## src/rtl/cpack_pkg.sv

```systemverilog
`default_nettype none
// ============================================================================
// Module      : cpack_pkg
// Description : Shared definitions for the cpack compressor / decompressor
//               pair: pattern encodings, dictionary geometry and the rule
//               that decides whether a code refreshes the dictionary.
// Revision    : 1.0 - initial release
// ============================================================================
package cpack_pkg;

    localparam int WORD_W     = 32;
    localparam int DICT_WORDS = 16;
    localparam int IDX_W      = 4;

    // Pattern codes; 6 and 7 are illegal and never produced by the encoder.
    typedef enum logic [2:0] {
        PAT_ZZZZ = 3'd0,
        PAT_ZZZX = 3'd1,
        PAT_MMMM = 3'd2,
        PAT_MMXX = 3'd3,
        PAT_MMMX = 3'd4,
        PAT_XXXX = 3'd5
    } pattern_e;

    // Only codes that carry new literal bytes push the word into the
    // dictionary; full matches and zero words would just duplicate entries.
    function automatic logic writes_dict(input logic [2:0] pat);
        return (pat == PAT_MMXX) || (pat == PAT_MMMX) || (pat == PAT_XXXX);
    endfunction

endpackage
`default_nettype wire

```

## src/rtl/cpack_dict_fifo.sv

```systemverilog
`default_nettype none
// ============================================================================
// Module      : cpack_dict_fifo
// Description : FIFO-replacement dictionary. WORDS x WIDTH register array with
//               a wrapping write pointer, synchronous clear, combinational
//               read port and a packed view of all entries.
// Ports       : clk/rst_n  - clock, asynchronous active-low reset
//               clear      - zero all entries and the pointer (wins over write)
//               wr_en/wr_data - write at the pointer, then advance it
//               rd_idx/rd_data - combinational read (pre-update contents)
//               dict_flat  - entry k at bits [k*WIDTH +: WIDTH]
// Revision    : 1.0 - initial release
// ============================================================================
module cpack_dict_fifo #(
    parameter int WIDTH = 32,
    parameter int WORDS = 16,
    parameter int IDX_W = 4
) (
    input  logic                   clk,
    input  logic                   rst_n,
    input  logic                   clear,
    input  logic                   wr_en,
    input  logic [WIDTH-1:0]       wr_data,
    input  logic [IDX_W-1:0]       rd_idx,
    output logic [WIDTH-1:0]       rd_data,
    output logic [WORDS*WIDTH-1:0] dict_flat
);

    logic [WIDTH-1:0] entries [WORDS];
    logic [IDX_W-1:0] wr_ptr;

    // WORDS is a power of two, so the pointer wraps 15 -> 0 on its own.
    always_ff @(posedge clk or negedge rst_n) begin
        if (!rst_n) begin
            for (int k = 0; k < WORDS; k++) begin
                entries[k] <= '0;
            end
            wr_ptr <= '0;
        end else if (clear) begin
            for (int k = 0; k < WORDS; k++) begin
                entries[k] <= '0;
            end
            wr_ptr <= '0;
        end else if (wr_en) begin
            entries[wr_ptr] <= wr_data;
            wr_ptr          <= wr_ptr + 1'b1;
        end
    end

    assign rd_data = entries[rd_idx];

    generate
        for (genvar k = 0; k < WORDS; k++) begin : g_pack
            assign dict_flat[k*WIDTH +: WIDTH] = entries[k];
        end
    endgenerate

endmodule
`default_nettype wire

```

## src/rtl/cpack_word_decoder.sv

```systemverilog
`default_nettype none
// ============================================================================
// Module      : cpack_word_decoder
// Description : Rebuilds 32-bit words from pre-parsed cpack codes and keeps a
//               dictionary in lock-step with the compressor's.
// Ports       : clk_i/rst_ni            - clock, async active-low reset
//               clear_i                 - block-boundary dictionary clear
//               in_valid_i/in_ready_o   - code handshake
//               pattern_i/index_i/literal_i - code fields
//               out_valid_o/out_ready_i/word_o - decoded word handshake
//               dictionary_o            - packed dictionary contents
//               err_o                   - sticky illegal-pattern flag
//               word_cnt_o              - words delivered downstream
// Revision    : 1.0 - initial release
// ============================================================================
module cpack_word_decoder #(
    parameter int WIDTH = 32,
    parameter int WORDS = 16,
    parameter int IDX_W = 4,
    parameter int CNT_W = 16
) (
    input  logic                   clk_i,
    input  logic                   rst_ni,
    input  logic                   clear_i,
    input  logic                   in_valid_i,
    output logic                   in_ready_o,
    input  logic [2:0]             pattern_i,
    input  logic [IDX_W-1:0]       index_i,
    input  logic [WIDTH-1:0]       literal_i,
    output logic                   out_valid_o,
    input  logic                   out_ready_i,
    output logic [WIDTH-1:0]       word_o,
    output logic [WORDS*WIDTH-1:0] dictionary_o,
    output logic                   err_o,
    output logic [CNT_W-1:0]       word_cnt_o
);

    import cpack_pkg::*;

    logic             accept;
    logic             dict_wr;
    logic             illegal;
    logic [WIDTH-1:0] dict_word;
    logic [WIDTH-1:0] dec_word;

    // The output slot frees up in the same cycle it is drained.
    assign in_ready_o = !out_valid_o || out_ready_i;
    assign accept     = in_valid_i && in_ready_o;
    assign dict_wr    = accept && writes_dict(pattern_i);

    cpack_dict_fifo #(
        .WIDTH (WIDTH),
        .WORDS (WORDS),
        .IDX_W (IDX_W)
    ) u_dict (
        .clk       (clk_i),
        .rst_n     (rst_ni),
        .clear     (clear_i),
        .wr_en     (dict_wr),
        .wr_data   (dec_word),
        .rd_idx    (index_i),
        .rd_data   (dict_word),
        .dict_flat (dictionary_o)
    );

    // Decode against the current (pre-update) dictionary contents.
    always_comb begin
        dec_word = '0;
        illegal  = 1'b0;
        case (pattern_i)
            PAT_ZZZZ: dec_word = '0;
            PAT_ZZZX: dec_word = {{(WIDTH-8){1'b0}}, literal_i[7:0]};
            PAT_MMMM: dec_word = dict_word;
            PAT_MMXX: dec_word = {dict_word[WIDTH-1:16], literal_i[15:0]};
            PAT_MMMX: dec_word = {dict_word[WIDTH-1:8], literal_i[7:0]};
            PAT_XXXX: dec_word = literal_i;
            default:  illegal  = 1'b1;
        endcase
    end

    always_ff @(posedge clk_i or negedge rst_ni) begin
        if (!rst_ni) begin
            out_valid_o <= 1'b0;
            word_o      <= '0;
            err_o       <= 1'b0;
            word_cnt_o  <= '0;
        end else begin
            if (out_valid_o && out_ready_i) begin
                word_cnt_o <= word_cnt_o + 1'b1;
            end
            if (accept) begin
                out_valid_o <= 1'b1;
                word_o      <= dec_word;
                if (illegal) begin
                    err_o <= 1'b1;
                end
            end else if (out_ready_i) begin
                out_valid_o <= 1'b0;
            end
        end
    end

endmodule
`default_nettype wire

```

## config.mk

```make
export PLATFORM = sky130hd
export DESIGN_NAME = cpack_word_decoder
export DESIGN_NICKNAME = d
export VERILOG_FILES = /design/src/rtl/cpack_pkg.sv /design/src/rtl/cpack_dict_fifo.sv /design/src/rtl/cpack_word_decoder.sv
export SDC_FILE = /design/constraint.sdc
export NUM_CORES = 1
export LEC_CHECK = 0
export CAP_MARGIN = 20
export CORE_ASPECT_RATIO = 1.25
export CORE_UTILIZATION = 40
export DETAILED_ROUTE_END_ITERATION = 8
export GPL_ROUTABILITY_DRIVEN = 0
export PLACE_DENSITY = 0.79
export SYNTH_ARGS = -nofsm -noshare
export SYNTH_HDL_FRONTEND = slang
export SYNTH_SLANG_ARGS = --single-unit
```

## constraint.sdc

```tcl
create_clock -name clk_i -period 3.7 [get_ports clk_i]
set_input_delay 0.555 -clock clk_i [delete_from_list [all_inputs] [get_ports clk_i]]
set_output_delay 0.555 -clock clk_i [all_outputs]
set_load 0.02 [all_outputs]
```

Word level (Yosys, flattened, before mapping)
Cells that the tools add are included.
{"block": "totals", "inputBits": 44, "output_inout_bits": 563, "elab_cells": 60, "reg_bits": 566}
{"block": "op_classes", "reduce_logical": 13, "n_mux": 13, "n_lt_le_gt_ge": 3, "n_addsub": 2, "n_bitwise": 3, "eq_ne": 5}
{"cell": "512-bit 2-to-1 mux", "n": 2}
{"cell": "512-bit bitwise mux", "n": 1}
{"cell": "32-bit case mux with 5 select lines", "n": 1}
{"cell": "32-bit binary-select mux with 4-bit select", "n": 1}
{"cell": "32-bit demux with 4-bit select", "n": 1}
{"cell": "32-bit 2-to-1 mux", "n": 3}
{"cell": "16-bit by 1-bit adder with 16-bit output (second input constant)", "n": 1}
{"cell": "5-bit >= comparator (second input constant)", "n": 2}
{"cell": "4-bit NOT with 5-bit output", "n": 2}
{"cell": "4-bit 2-to-1 mux", "n": 2}
{"cell": "3-bit by 2-bit equality test with 1-bit output (second input constant)", "n": 2}
{"cell": "3-bit equality test (second input constant)", "n": 2}
{"cell": "6-bit OR reduction", "n": 1}
{"cell": "5-bit by 1-bit less-than comparator with 1-bit output (second input constant)", "n": 1}
{"cell": "4-bit by 1-bit adder with 4-bit output (second input constant)", "n": 1}
{"cell": "1-bit logical AND", "n": 4}
{"cell": "2-bit nonzero test", "n": 2}
{"cell": "3-bit by 1-bit equality test with 1-bit output (second input constant)", "n": 1}
{"cell": "3-bit zero test", "n": 1}
{"cell": "1-bit logical OR", "n": 3}
{"cell": "1-bit 2-to-1 mux", "n": 2}
{"cell": "2-bit AND reduction", "n": 1}
{"cell": "1-bit zero test", "n": 1}
{"cell": "1-bit NOT", "n": 1}

Depth between registers and ports, before layout
Gate-level depths: netlist of the first run.
{"block": "logic_depth", "ltp_word": 8, "mapped_depth": 11, "depth_no_buf": 5}

Cells and area by module
A second synthesis of the first run with hierarchy kept.
{"block": "hier_totals", "cells_unflattened": 2855, "hier_area_um2": 27186.1}
{"mod": "cpack_dict_fifo", "area_each_um2": 24497.2, "seq_area_each_um2": 12912.4, "instances": 1, "cells_per_inst": 2617}
{"mod": "cpack_word_decoder", "area_each_um2": 2688.8, "seq_area_each_um2": 1251.2, "instances": 1, "cells_per_inst": 238}

Worst setup path after synthesis of the first run
Ideal clock, no wire load.
{"block": "synth_path", "path_kind": "input to register", "startpoint": "input port index_i[1]", "endpoint": "register word_o[21]", "path_stages": 8, "path_slack_ps": 1322, "arrival_time_ps": 2245, "setup_time_ps": 133, "n_path_buf": 3, "required_time_ps": 3567, "path_cell_list": "buf_6 > buf_2 > mux4_2 > inv_1 > o22ai_1 > nor3_2 > clkbuf_2 > o21ai_0"}
{"block": "synth_via", "elab_chain_cells": 5}
{"item": "start: declaration", "line": "cpack_word_decoder.sv:28", "source": "input logic [IDX_W-1:0] index_i,"}
{"item": "4-bit NOT with 5-bit output (implied by the code)", "line": "cpack_dict_fifo.sv:50", "source": "assign rd_data = entries[rd_idx];"}
{"item": "32-bit binary-select mux with 4-bit select", "line": "cpack_dict_fifo.sv:50"}
{"item": "32-bit 2-to-1 mux (implied by the code) (2 in series)", "line": "cpack_dict_fifo.sv:50"}
{"item": "32-bit case mux with 5 select lines", "line": "cpack_word_decoder.sv:70", "source": "case (pattern_i)"}
{"item": "end signal: assignment", "line": "cpack_word_decoder.sv:93", "source": "word_o <= dec_word;"}
{"item": "end: declaration", "line": "cpack_word_decoder.sv:32", "source": "output logic [WIDTH-1:0] word_o,"}
Every way passes these cells. The select of a mux whose other input is x is not followed.
A chain may end at the register's enable or synchronous reset.

Worst setup path after layout of the first run
{"block": "layout_path", "startpoint": "input port index_i[1]", "endpoint": "register word_o[1]"}
The elaborated chain is that of the path after synthesis.

==> results of run 1 <==
## kinds of logic after synthesis
family,synth area share
adders and majority gates,0.00248
AOI/OAI and AO/OA,0.186
muxes,0.111
and+or+nand+nor,0.0851
xor gates and xnor gates,0.00661
buffers and inverters,0.0461
DFF,0.562
## routing by layer
layer  GRT usage  wire [um]  vias up
li1            -          -     9140
met1       0.426      38600    11600
met2       0.564      53200     2010
met3      0.0950      13800      450
met4       0.217       8220        0
met5           0          0        -
## layout by cell type (no fill, tap or decap), types with 6 or more instances in the layout
cell type and n:
a22o_1 240, nor2_1 17, clkbuf_8 12, o21ai_0 289
nand3_1 32, mux4_2 82, a221oi_1 8, inv_1 50
buf_12 17, a31oi_4 16, nand2_1 351, bufinv_16 6
o21ai_1 23, clkbuf_1 15, o211ai_2 9, buf_4 109
nor3_2 15, nor2_2 12, and3_1 9, xnor2_1 14
dfrtp_1 566, clkdlybuf4s50_1 601, a22oi_1 38, clkbuf_16 58
nor2b_1 26, a21oi_1 22, mux2i_1 94, o22ai_1 16
a32o_1 7
## final cells by class
type                    count  area share
clock buffers              85      0.0481
clock inverters            18     0.00831
inverters                  52     0.00561
multi-input cells        1374       0.292
flip-flops and latches    566       0.407
well taps                 832      0.0299
repair buffers            733       0.209
## critical path, cell delays in order
cell	delay, ps
buf_8	290
buf_4	310
nor2b_1	960
a22oi_1	220
a32o_1	310
buf_4	200
a221oi_1	540
o21ai_0	140
## per-stage QoR
stage               area [um2]  hold WS, ps  instances  utilization
floorplan                25200          259       2185            -
global placement         32700          465       3553        0.527
detailed placement       32800          472       3555        0.528
CTS                      34800          485       3659        0.559
global route             34800          498       3660        0.560
finish                   34800          478       3660        0.560
## final timing paths
check                      cells past startpoint  slack (ps)                    end             start
max                                            8         610              word_o[1]        index_i[1]
min                                            2         480  u_dict.dict_flat[174]            rst_ni
max reg2reg                                    6         980   u_dict.dict_flat[57]  u_dict.wr_ptr[1]
min reg2reg                                    1         480         word_cnt_o[15]    word_cnt_o[15]
max in group asynchronous                      4        1970  u_dict.dict_flat[353]            rst_ni
min in group clk_i                             1         480         word_cnt_o[15]    word_cnt_o[15]
## report_power, final
group / leakage, uW / total (uW) / internal [uW] / switching (uW)
sequential: 0.00787 / 6330 / 6260 / 75.5
clock: 0.000958 / 6140 / 3550 / 2590
combinational: 0.00587 / 1270 / 414 / 859
total: 0.0147 / 13700 / 10200 / 3530
## registers in the layout (all words and copies together), names as in the netlist
| register | cells |
|---|---|
| word_o | 32 |
| word_cnt_o | 16 |
| err_o | 1 |
| u_dict.wr_ptr | 4 |
| out_valid_o | 1 |
| u_dict.dict_flat | 512 |
## Yosys cell counts, drive strengths merged
cell type,number,share of area
a2111oi,1,0.0011
a211o,4,0.0014
a21oi,22,0.0044
a221o,4,0.0016
a221oi,9,0.0034
a22o,240,0.083
a22oi,38,0.011
a31o,1,0.00035
a31oi,16,0.0040
a32o,7,0.0028
a32oi,1,0.00035
and2,4,0.00099
and2b,1,0.00030
and3,9,0.0022
and3b,2,0.00070
and4,2,0.00070
buf,80,0.021
clkbuf,113,0.018
clkinv,2,0.00030
dfrtp,566,0.56
ha,5,0.0025
inv,50,0.0074
mux2,1,0.00045
mux2i,94,0.037
mux4,82,0.073
nand2,352,0.052
nand2b,1,0.00025
nand3,32,0.0064
nand3b,2,0.00060
nand4,1,0.00025
nor2,30,0.0048
nor2b,27,0.0068
nor3,18,0.0066
nor3b,2,0.00079
nor4bb,1,0.00040
o211ai,13,0.0057
o21ai,314,0.063
o22ai,16,0.0040
or3,1,0.00025
or3b,1,0.00035
or4b,1,0.00040
xnor2,14,0.0049
xor2,5,0.0017
## timing repair
item,4_1_cts,5_1_grt
buffers inserted,0,0
hold buffers,1,0
endpoints found under the hold margin,58,0
setup endpoints to repair,0,0
==> impl_metrics.yaml, run 1 <==
cts:
  htreeDepth: 2
  clk_pin_slew_ps: 60
  ctsResizeCount: 0
  root_buffer: "clkbuf_16"
  numCtsBuffers: 57
  cts.sinks: 566
  cts_tree: "built"
  clock_latency_ps: 640
  clockBufferDepth: 3
timing:
  rsz0062_at_grt: "false"
  worst_pin_slew_ps: 1240
  slew_headroom: 0.173
  tns_ps: 0
  finalMaxSlewViolations: 0
  finalHoldViolations: 0
  min_period_ps: 3090
  finalSetupViolCount: 0
  skew_ps: 36.3
  finalCritPeriodShare: 0.836
  worst_slack_ps: 607
  fmax_mhz: 323
hold_path:
  hold_class: "input pin to asynchronous set/reset pin"
grt:
  antenna_found_initial: 1
  grt_max_degree: 91
  gr-total-overflow: 0
  grt_usage: 0.353
  grt_pass1_vias: 23100
  grt_pass1_wl_um: 163000
die:
  rows: 102
  fp.dieW_um: 226
  die_area_um2: 64000
  die_h_um: 283
  io_pins: 607
  coreArea_um2: 62200
  start_util: 0.405
synthesis:
  ys_ff_latch: 566
  yosys_warnings: 0
  syn_inst: 2185
  synth_area_per_cell_um2: 11.5
  yosysSeqAreaShare: 0.562
  synth_area_um2: 25200
  syn-num-nets: 2234
  ys_types: 58
setup_path:
  crit_fanout: 57
  cp.required_ps: 4190
  start_kind: "input pin"
  arrival_ps: 3580
  cp-end-kind: "register"
  crit_type: "input pin to register"
routing:
  drt_iter0_drc: 3154
  via_count: 23200
  wl_per_cell_um: 31.1
  dr.pass1.iters: 8
  final_antenna_net_count: 0
  drc: 0
  wl_um: 114000
  via_per_inst: 6.34
power_and_ir_drop:
  finalPower_uw: 13700
  ir_drop_v: 0.000401
  power.static_leakage_uw: 0.0147
  power_per_cell_area_nw_per_um2: 395
finish:
  seq_area_um2: 14200
  drive_gt1_frac: 0.129
  fillers: 5100
  multi_input_area_um2: 10200
  diodes: 0
  nets: 2833
  area_growth_syn_to_layout_pct: 38.0
run_status:
  status: "completed"
place:
  post-place-ws_ps: 159
  portBuffers: 606
  dp_hpwl_um: 80500
flow_run:
  drv_cap: 0
(Power assumes the default switching activity.)
==> run 2: changes to the inputs <==
--- a/config.mk
+++ b/config.mk
@@ -10,7 +10,7 @@
 export CORE_UTILIZATION = 40
 export DETAILED_ROUTE_END_ITERATION = 8
 export GPL_ROUTABILITY_DRIVEN = 0
-export PLACE_DENSITY = 0.79
+export PLACE_DENSITY = 0.81
 export SYNTH_ARGS = -nofsm -noshare
 export SYNTH_HDL_FRONTEND = slang
 export SYNTH_SLANG_ARGS = --single-unit
==> constraint.sdc (replaced) <==
create_clock -name clk_i -period 2.6 [get_ports clk_i]
set_input_delay 0.39 -clock clk_i [delete_from_list [all_inputs] [get_ports clk_i]]
set_output_delay 0.39 -clock clk_i [all_outputs]
set_load 0.02 [all_outputs]
==> run 2 against run 1 <==
Combinational power grew 63%. Sequential cell count is the same. Final area grew 5.0%. Clock skew grew 5.3 ps. Global-route usage grew 0.16 points. Clock power grew 44%. Critical path type is now register to register. Critical endpoint is now u_dict.dict_flat[242]. Largest power group unchanged. Highest routed layer is now met5.
==> impl_metrics.yaml, run 2 (synthesized netlist as in run 1, its figures left out) <==
run_status:
  status: "completed"
die:
  die_h_um: 283
  rows: 102
  fp.dieW_um: 226
  die_area_um2: 64000
  io_pins: 607
  coreArea_um2: 62200
  start_util: 0.405
cts:
  post-cts-setup-buffers: 0
  cts_tree: "built"
  clk_pin_slew_ps: 70
  htreeDepth: 2
  cts.sinks: 566
  numCtsBuffers: 56
  ctsResizeCount: 0
  clock_latency_ps: 640
  root_buffer: "clkbuf_16"
  clockBufferDepth: 3
routing:
  drt_iter0_drc: 3317
  final_antenna_net_count: 0
  via_count: 24100
  drc: 0
  via_per_inst: 6.38
  wl_per_cell_um: 30.4
  dr.pass1.iters: 6
  wl_um: 115000
finish:
  final_common_cell: "clkdlybuf4s50_1"
  stdcell_count: 3785
  nets: 2949
  largest_reg_flops: 512
  drive_gt1_frac: 0.167
  design_area_um2: 36500
  area_growth_syn_to_layout_pct: 44.9
  mostFrequentLayoutCells: "601 x clkdlybuf4s50_1, 566 x dfrtp_1, 351 x nand2_1"
grt:
  grt_max_degree: 97
  grt_pass1_vias: 24700
  grt_pass1_wl_um: 165000
  antenna_found_initial: 7
  grt_usage: 0.355
  gr-total-overflow: 0
setup_path:
  critPathLaunch: "u_dict.dict_flat[82]"
  crit-reg2reg-launch: "u_dict.dict_flat[82]"
  rr_worst_depth: 5
  arrival_ps: 2920
  reg2reg_to: "u_dict.dict_flat[242]"
  cp.required_ps: 3050
  slowest_delay_ps: 860
  crit_chain: "mux4_2 -> inv_1 -> o22ai_1 -> nor3_2 -> o21ai_0"
  start_kind: "register"
  cp-end-kind: "register"
  crit_type: "register to register"
  worstSetupEndpoint: "u_dict.dict_flat[242]"
  rrSetupSlack_ps: 130
  slowest_stage: "nor3_2"
  crit_fanout: 17
power_and_ir_drop:
  clkPwrFrac: 0.445
  internal-power_uw: 14800
  switching_share: 0.260
  power.static_leakage_uw: 0.0156
  power_per_cell_area_nw_per_um2: 546
  finalPower_uw: 20000
  p_comb_frac: 0.104
  switchingPower_uw: 5190
  ir_drop_v: 0.000533
  seq_power_share: 0.451
place:
  placed_area_um2: 34400
  dp_hpwl_um: 82200
  dp.cells: 3667
  portBuffers: 606
timing:
  holdWs_ps: 44.7
  finalSetupViolCount: 0
  worst_pin_slew_ps: 1080
  slew_headroom: 0.278
  tns_ps: 0
  finalHoldViolations: 0
  min_period_ps: 2470
  finalMaxSlewViolations: 0
  skew_ps: 41.6
  fmax_mhz: 405
  finalCritPeriodShare: 0.949
  rsz0062_at_grt: "false"
hold_path:
  hold_class: "input pin to register"
  worstHoldStart: "clear_i"
  whs_path_depth: 2
flow_run:
  drv_cap: 0
[run 2: worst min-delay path by stage]
stage                                       end  slack [ps]
after floorplan                           err_o          90
after global placement      u_dict.dict_flat[0]         350
after detailed placement  u_dict.dict_flat[352]         340
after CTS                      u_dict.wr_ptr[3]          20
after global routing           u_dict.wr_ptr[3]          30
final                          u_dict.wr_ptr[3]          40
[run 2: routing by layer]
| layer | vias up | global-route usage | routed length, um |
|---|---|---|---|
| li1 | 9380 | - | - |
| met1 | 11900 | 0.396 | 36800 |
| met2 | 2201 | 0.565 | 53000 |
| met3 | 706 | 0.125 | 15300 |
| met4 | 4 | 0.252 | 9840 |
| met5 | - | 0 | 34 |
[run 2: critical path, delay by kind of cell (launching register included)]
kind,cells,cell delay [ps]
compound gates,2,370
buf+inv,1,140
flops,1,440
simple gates,1,860
mux,1,480
[run 2: repair_timing]
action / CTS / global route
endpoints found under the setup margin: 0 / 0
endpoints found under the hold margin: 33 / 0
hold buffers: 1 / 0
[run 2: cell type report]
| class | count | area [um2] |
|---|---|---|
| Fill cell | 4790 | 25600 |
| Sequential cell | 566 | 14200 |
| Multi-Input combinational cell | 1374 | 10200 |
| Timing Repair Buffer | 850 | 8920 |
| Clock buffer | 72 | 1550 |
| Tap cell | 832 | 1040 |
| Clock inverter | 34 | 453 |
| Inverter | 52 | 195 |
| Antenna cell | 5 | 12.5 |
[run 2: power by group through the flow]
stage	Clock (uW)	Combinational [uW]	Sequential, uW
global route	9220	2150	9010
floorplan	0	723	9260
CTS	8880	2020	9010
detailed placement	0	2000	9170
global placement	0	1960	9160
finish	8870	2070	9010
[run 2: metrics by stage]
stage	util	worst slack, ps
6_report	0.587	132
5_1_grt	0.587	46.2
4_1_cts	0.586	44.3
3_5_place_dp	0.554	-455
3_3_place_gp	0.554	-306
2_1_floorplan	-	387
